File: config.mk
export PLATFORM = sky130hd
export DESIGN_NAME = pcs_40g_tx_sched
export DESIGN_NICKNAME = d
export VERILOG_FILES = /design/src/rtl/pcs_40g_pkg.sv /design/src/rtl/pcs_delay_line.sv /design/src/rtl/pcs_40g_tx_sched.sv
export SDC_FILE = /design/constraint.sdc
export NUM_CORES = 1
export LEC_CHECK = 0
export BUFFER_PORTS_ARGS = -buffer_cell sky130_fd_sc_hd__buf_2
export CAP_MARGIN = 5
export CORE_AREA = 2 2 52 74
export DETAILED_ROUTE_END_ITERATION = 7
export DIE_AREA = 0 0 54 76
export HOLD_SLACK_MARGIN = 0.15
export PLACE_DENSITY = 0.76
export SLEW_MARGIN = 20
export SYNTH_ARGS = -nofsm -noshare
export SYNTH_HDL_FRONTEND = slang
export SYNTH_SLANG_ARGS = --single-unit
File: constraint.sdc
create_clock -name clk -period 2.34 [get_ports clk]
set_input_delay 0.468 -clock clk [delete_from_list [all_inputs] [get_ports clk]]
set_output_delay 0.468 -clock clk [all_outputs]
set_load 0.05 [all_outputs]
File: src/rtl/pcs_40g_pkg.sv
// Shared constants and state type for the 40G PCS transmit scheduler.
package pcs_40g_pkg;

  localparam int HEAD_W          = 2;
  localparam int DATA_W          = 64;
  localparam int SEQ_MAX         = DATA_W / HEAD_W;
  localparam int AM_PERIOD       = 16384;
  localparam int AM_SHORT_PERIOD = 8;

  typedef enum logic [1:0] {
    WAIT_EN,
    DATA,
    AM
  } sched_state_e;

endpackage

File: src/rtl/pcs_delay_line.sv
// Fixed-depth shift register with synchronous active-low clear.
module pcs_delay_line #(
  parameter int WIDTH = 1,
  parameter int DEPTH = 1
) (
  input  logic             clk,
  input  logic             nreset,
  input  logic [WIDTH-1:0] din,
  output logic [WIDTH-1:0] dout
);

  logic [WIDTH-1:0] stage_q [DEPTH];

  always_ff @(posedge clk) begin
    if (!nreset) begin
      for (int i = 0; i < DEPTH; i++) stage_q[i] <= '0;
    end else begin
      stage_q[0] <= din;
      for (int i = 1; i < DEPTH; i++) stage_q[i] <= stage_q[i-1];
    end
  end

  assign dout = stage_q[DEPTH-1];

endmodule

File: src/rtl/pcs_40g_tx_sched.sv
// 40G PCS transmit scheduler: gearbox sequence, AM period and MAC back-pressure.
// Define PCS_40G_AM_SHORT_PERIOD_EN to use AM_SHORT_PERIOD as the marker period.
module pcs_40g_tx_sched #(
  parameter int DATA_W          = 64,
  parameter int HEAD_W          = pcs_40g_pkg::HEAD_W,
  parameter int SEQ_MAX         = DATA_W / HEAD_W,
  parameter int AM_PERIOD       = pcs_40g_pkg::AM_PERIOD,
  parameter int AM_SHORT_PERIOD = pcs_40g_pkg::AM_SHORT_PERIOD,
  parameter int PIPE_LAT        = 2,
  parameter int SEQ_W           = $clog2(SEQ_MAX + 1),
  parameter int AM_CNT_W        = $clog2((AM_PERIOD > AM_SHORT_PERIOD) ? AM_PERIOD : AM_SHORT_PERIOD)
) (
  input  logic                clk,
  input  logic                nreset,
  input  logic                tx_en_i,
  output logic                ready_o,
  output logic [SEQ_W-1:0]    seq_o,
  output logic                gb_pause_o,
  output logic                am_v_o,
  output logic [AM_CNT_W-1:0] am_cnt_o
);

  import pcs_40g_pkg::*;

`ifdef PCS_40G_AM_SHORT_PERIOD_EN
  localparam int AM_EFF = AM_SHORT_PERIOD;
`else
  localparam int AM_EFF = AM_PERIOD;
`endif

  localparam logic [SEQ_W-1:0]    SEQ_LAST = SEQ_W'(SEQ_MAX);
  localparam logic [AM_CNT_W-1:0] CNT_LAST = AM_CNT_W'(AM_EFF - 2);

  sched_state_e          state_q, state_n;
  logic [SEQ_W-1:0]      seq_q, seq_n;
  logic [AM_CNT_W-1:0]   am_cnt_q, am_cnt_n;
  logic                  am_owed_q, am_owed_n;
  logic                  ready_q;
  logic                  seq_last;
  logic                  pause_early;
  logic                  am_early;
  logic [SEQ_W+1:0]      dl_out;

  always_ff @(posedge clk) begin
    if (!nreset) begin
      state_q   <= WAIT_EN;
      seq_q     <= '0;
      am_cnt_q  <= '0;
      am_owed_q <= 1'b1;
      ready_q   <= 1'b0;
    end else begin
      state_q   <= state_n;
      seq_q     <= seq_n;
      am_cnt_q  <= am_cnt_n;
      am_owed_q <= am_owed_n;
      // Precomputed from next state so ready_o comes straight from a flop
      ready_q   <= (state_n == DATA) && (seq_n != SEQ_LAST);
    end
  end

  always_comb begin
    seq_last    = (seq_q == SEQ_LAST);
    state_n     = state_q;
    seq_n       = seq_q;
    am_cnt_n    = am_cnt_q;
    am_owed_n   = am_owed_q;
    pause_early = 1'b0;
    am_early    = 1'b0;

    case (state_q)
      WAIT_EN: begin
        if (tx_en_i) state_n = am_owed_q ? AM : DATA;
      end
      DATA: begin
        pause_early = seq_last;
        if (!seq_last) begin
          am_cnt_n = am_cnt_q + 1'b1;
          if (am_cnt_q == CNT_LAST) begin
            state_n   = AM;
            am_owed_n = 1'b1;
          end
        end
      end
      AM: begin
        // A marker colliding with the flush slot slips to seq 0
        pause_early = seq_last;
        am_early    = !seq_last;
        if (!seq_last) begin
          am_cnt_n  = '0;
          am_owed_n = 1'b0;
          state_n   = DATA;
        end
      end
      default: state_n = WAIT_EN;
    endcase

    if (state_q != WAIT_EN) begin
      seq_n = seq_last ? '0 : seq_q + 1'b1;
      if (!tx_en_i) state_n = WAIT_EN;
    end
  end

  pcs_delay_line #(
    .WIDTH (SEQ_W + 2),
    .DEPTH (PIPE_LAT)
  ) u_delay_line (
    .clk    (clk),
    .nreset (nreset),
    .din    ({seq_q, pause_early, am_early}),
    .dout   (dl_out)
  );

  assign seq_o      = dl_out[SEQ_W+1:2];
  assign gb_pause_o = dl_out[1];
  assign am_v_o     = dl_out[0];
  assign ready_o    = ready_q;
  assign am_cnt_o   = am_cnt_q;

endmodule
* Yosys cells after proc, flatten, opt, wreduce, memory -nomap -nowiden
Memory sizes are Yosys's and may differ from the RTL's.
Index checks and enable logic that the tools add are counted.
** Storage, ports and cells
- Register bits after elaboration :: 24
- RAM bits :: 16
- Bits of input ports :: 3
- Memories kept :: 1
** Cells by class
- Add/sub/neg operators :: 2
- Eq/ne operators :: 9
- Mux-type cells :: 23
- Bitwise logic cells :: 2
- Reductions and logical operators :: 8
** Memories
- u_delay_line.stage_q :: words 2, width 8, rd ports 2, clocked after Yosys merged registers in 0, wr ports 2, line pcs_delay_line.sv:12 : logic [WIDTH-1:0] stage_q [DEPTH];
** Operator list (count)
- 2-to-1 mux 14 bit :: 2
- one-hot mux 14 bit (2 select lines) :: 1
- 2-to-1 mux 8 bit :: 2
- adder 14 x 1 -> 14 bit, second input constant :: 1
- == test 14 bit, second input constant :: 1
- 2-to-1 mux 2 bit :: 7
- 2-to-1 mux 6 bit :: 2
- 2-to-1 mux 1 bit :: 7
- adder 6 x 1 -> 6 bit, second input constant :: 1
- == test 6 bit, second input constant :: 1
- inequality test 2 bit, second input constant :: 3
- inequality test 6 bit, second input constant :: 1
- one-hot mux 2 bit (3 select lines) :: 1
- == test 2 x 1 -> 1 bit, second input constant :: 2
- AND reduction 4 bit :: 1
- nonzero test 2 bit :: 2
- AND reduction 3 bit :: 1
- == test 2 bit, second input constant :: 1
- logical NOT 2 bit :: 1
- OR 1 bit :: 2
- one-hot mux 1 bit (2 select lines) :: 1
- OR reduction 2 bit :: 1
- logical AND 1 bit :: 1
- logical NOT 1 bit :: 1

* Logic depth before layout (Yosys ltp)
- Word-level depth :: 8
- Depth in mapped cells :: 9
- Gate-level depth less buffers :: 7

* Cells and area by module
From an unflattened synthesis, not the netlist that was laid out.
** Unflattened totals
- Cells, all modules :: 204
- Area total of the unflattened synthesis :: 1909.3 um^2
** By module, submodules not included
- pcs_40g_tx_sched :: times used 1, cells an instance 163, area each 1402.6 um^2, seq. area each 480.5 um^2
- pcs_delay_line :: times used 1, cells an instance 41, area each 506.7 um^2, seq. area each 320.3 um^2

* Least setup slack after synthesis
No wires, ideal clock.
- Kind :: reg2reg
- Start :: reg am_cnt_q[1], in the netlist am_cnt_o[1]
- End :: reg am_cnt_q[6], in the netlist am_cnt_o[6]
- Setup time :: 0.128 ns
- Data arrival time :: 1.773 ns
- Required time :: 2.212 ns
- Slack :: 0.439 ns
- Cell stages (with the launch flop) :: 7
- Path buffers :: 0
- Clock period less this slack :: 1.901 ns
- Cell sequence :: dfxtp_1 ha_1 inv_1 a2111oi_2 nand4_1 xor2_1 nor2_1
** Between the ends
- Cells in the longest elaborated chain, start to end :: 3
** Ends and longest elaborated chain
- from (decl) :: line pcs_40g_tx_sched.sv:36 : logic [AM_CNT_W-1:0] am_cnt_q, am_cnt_n;
- from (signal assigned) :: line pcs_40g_tx_sched.sv:54 : am_cnt_q <= am_cnt_n;
- adder 14 x 1 -> 14 bit :: line pcs_40g_tx_sched.sv:77 : am_cnt_n = am_cnt_q + 1'b1;
- 2-to-1 mux 14 bit :: line pcs_40g_tx_sched.sv:76 : if (!seq_last) begin
- one-hot mux 14 bit (2 select lines) :: line pcs_40g_tx_sched.sv:70 : case (state_q)
Every way passes these cells. The select of a mux whose other input is x is not followed.
A chain may end at the register's enable or synchronous reset.

* Worst setup path in the final report
- Start :: reg state_q[0]
- End :: reg am_cnt_q[12], in the netlist am_cnt_o[12]
** Between the ends
- Cells in the longest elaborated chain, start to end :: 3
** Ends and longest elaborated chain
- from (decl) :: line pcs_40g_tx_sched.sv:34 : sched_state_e state_q, state_n;
- from (signal assigned) :: line pcs_40g_tx_sched.sv:52 : state_q <= state_n;
- == test 2 x 1 -> 1 bit / == test 2 bit (equally long branches) :: line pcs_40g_tx_sched.sv:70
- inequality test 2 bit (no line) / nonzero test 2 bit (equally long branches)
- AND reduction 3 bit (no line)
Parallel ways exist; a longest one is shown, timed or not.

==> results.md <==
- Status: finished, final reports clean
- Die height: 76 um
- FP Rows: 26
- CTS H-Tree Depth: 2
- Overall power: 0.00176 W
- Critical path data required time: 2.52 ns
- PostCTS Resize Cnt: 0
- Switching power total: 0.000556 W
- Crit path time final: 2.04 ns
- Syn avg cell area: 9.17 um2
- Max-cap violations: 0
- Gate power share: 0.243
- Setup TNS: 0 ns
- Router iterations before antenna repair: 4
- Vias in the first global route: 1196
- Filler Cells Inserted: 329
- Detailed router's first-iteration violation count: 33
- Clock skew: 0.00576 ns
- Remaining DRCs: 0
- CTS Buf Count: 5
- Final worst path period share: 0.873
- Kind of critical path: register to register
- Setup-failing EPs final: 0
- Chip width: 54 um
- Yosys warning count: 0
- I/O Pins: 26
- Core area: 3510 um2
- First-pass GRT wire length: 5.24 mm
- Initial Utilization: 0.532
- Crit start category: register
- DR WL/cell: 11.8 um
- Mapped Nets: 215
- Hold Slack: 0.436 ns
- Power Density: 850 nW/um2
- Pint: 0.00121 W
- Worst slew pin tran: 0.590 ns
- Skew-Pair Late Insertion Delay: 0.29 ns
- Post-synth EDFFs: 0
- Most frequent cells in the layout: 40 x dfxtp_1, 25 x buf_2, 22 x nor2_1, 18 x and2_1, 15 x nand2_1
- Sw frac: 0.315
- Slew headroom: 0.606
- CTS tree: built
- Setup bufs post-CTS: 0
- Worst Path Arrival: 2.22 ns
- GP Congestion: 0.739
- CTS Buffer Depth: 2
- Global Route Usage Sum: 0.173
- Worst VDD drop: 0.601 mV
- Clock transition at path regs: 0.08 ns
- Initial antenna violation count: 0
- # nets final: 233
- Hold_buf cts: 0
- Hpwl dp: 2.16 mm
- Layout cell share with drive strength beyond 1: 0.179
- CTS Sinks: 40
- Maximum clock rate: 490 MHz
- CTS Root Cell: clkbuf_8
- Synth unique cells: 46
- Mapped Cells: 204
- Synthesis-to-layout area growth: 11.0%
- Main flop type after synthesis: dfxtp_1
- Hold Crit Class: register to register
- Drt total wl: 3.13 mm
- Grt ovf: 0
- Critical Path Sink Type: register
- Worst slack at placement: 0.301 ns
- Critical path fanouts, max: 8
- Number of diodes: 0
- Vias post-DR: 1371
- Register area share after synthesis: 0.428
- Synth Cell Area: 1870 um2
- Synth async-reset ratio: 0
- Clock share of power: 0.318
- Final Slew Violations: 0
- Leak: 0.873 nW
- Yosys reg bits: 40
- Port bufs: 25
- DR vias/cell: 5.17
- Die footprint: 4100 um2
- Register share of total power: 0.439
- Final Hold Fails: 0
- Final ANT Viol Nets: 0
- End-of-flow core utilization: 0.591
- PnR worst setup slack: 0.298 ns
- RSZ-0062 raised after global routing: no
- Largest net degree at the start of global routing: 29
- Commonest non-fill, non-tap cell in the layout: dfxtp_1
worst max-delay path: stages, from the launching register on:
cell and delay, ns:
dfxtp_1 0.35, inv_1 0.11, ha_1 0.31, nor2_1 0.16
a2111oi_2 0.61, nand3_1 0.18, xor2_1 0.16, nor2_1 0.05
cell families after synthesis:
logic type	after synthesis	share of synthesized area
AOI/OAI and AO/OA	25	0.106
xor gates and xnor gates	13	0.0609
adders and majority gates	8	0.0535
buffers and inverters	22	0.0602
DFF	40	0.428
muxes	3	0.0167
and+or+nand+nor	93	0.275
power groups by stage:
stage | Combinational, W | Clock (W) | Sequential [W]
floorplan | 0.000338 | 0 | 0.000807
global placement | 0.000425 | 0 | 0.000789
detailed placement | 0.000431 | 0 | 0.000790
CTS | 0.000434 | 0.000577 | 0.000773
global route | 0.000477 | 0.000609 | 0.000782
finish | 0.000429 | 0.000561 | 0.000774
through the flow:
stage | instances | cell area [um2]
2_1_floorplan | 204 | 1870
3_5_place_dp | 257 | 1970
6_report | 265 | 2080
5_1_grt | 265 | 2080
3_3_place_gp | 257 | 1970
4_1_cts | 265 | 2080
path summary, 6_finish.rpt:
check        slack, ns                        from                     endpoint  depth (start not counted)
min               0.44  u_delay_line.stage_q[0][2]  u_delay_line.stage_q[0][10]                          1
min reg2reg       0.44  u_delay_line.stage_q[0][2]  u_delay_line.stage_q[0][10]                          1
max               0.30                  state_q[0]                 am_cnt_o[12]                          7
max reg2reg       0.30                  state_q[0]                 am_cnt_o[12]                          7
synth_stat cells, types with 3 or more instances:
library cell | n | area [um2]
a21oi_1 | 5 | 25.0
and2_1 | 18 | 113
and3_1 | 5 | 31.3
buf_4 | 6 | 45.0
clkbuf_1 | 6 | 22.5
dfxtp_1 | 40 | 801
ha_1 | 8 | 100
inv_1 | 8 | 30.0
nand2_1 | 15 | 56.3
nand3_1 | 6 | 30.0
nand4_1 | 6 | 37.5
nor2_1 | 22 | 82.6
nor2b_1 | 4 | 25.0
o21ai_0 | 5 | 25.0
or3_1 | 3 | 18.8
xnor2_1 | 3 | 26.3
xor2_1 | 10 | 87.6
layout make-up:
| class | count | area, um2 | share of cell area |
|---|---|---|---|
| Sequential cell | 40 | 801 | 0.386 |
| Inverter | 8 | 30.0 | 0.0145 |
| Multi-Input combinational cell | 142 | 957 | 0.461 |
| Clock inverter | 3 | 42.5 | 0.0205 |
| Timing Repair Buffer | 25 | 125 | 0.0602 |
| Clock buffer | 5 | 68.8 | 0.0331 |
| Tap cell | 42 | 52.6 | 0.0253 |
flip-flops by register name (all words and copies together) (netlist names):
register              count
am_owed_q                 1
seq_q                     6
ready_o                   1
state_q                   2
u_delay_line.stage_q     16
am_cnt_o                 14
per-layer routing:
metal	global-route usage	wire length (um)	vias up
met5	0	0	-
met4	0.0825	57	0
met3	0.0588	140	4
met2	0.254	1480	28
met1	0.222	1450	621
li1	-	-	718
Note: power is estimated with default switching activity, not from simulation.
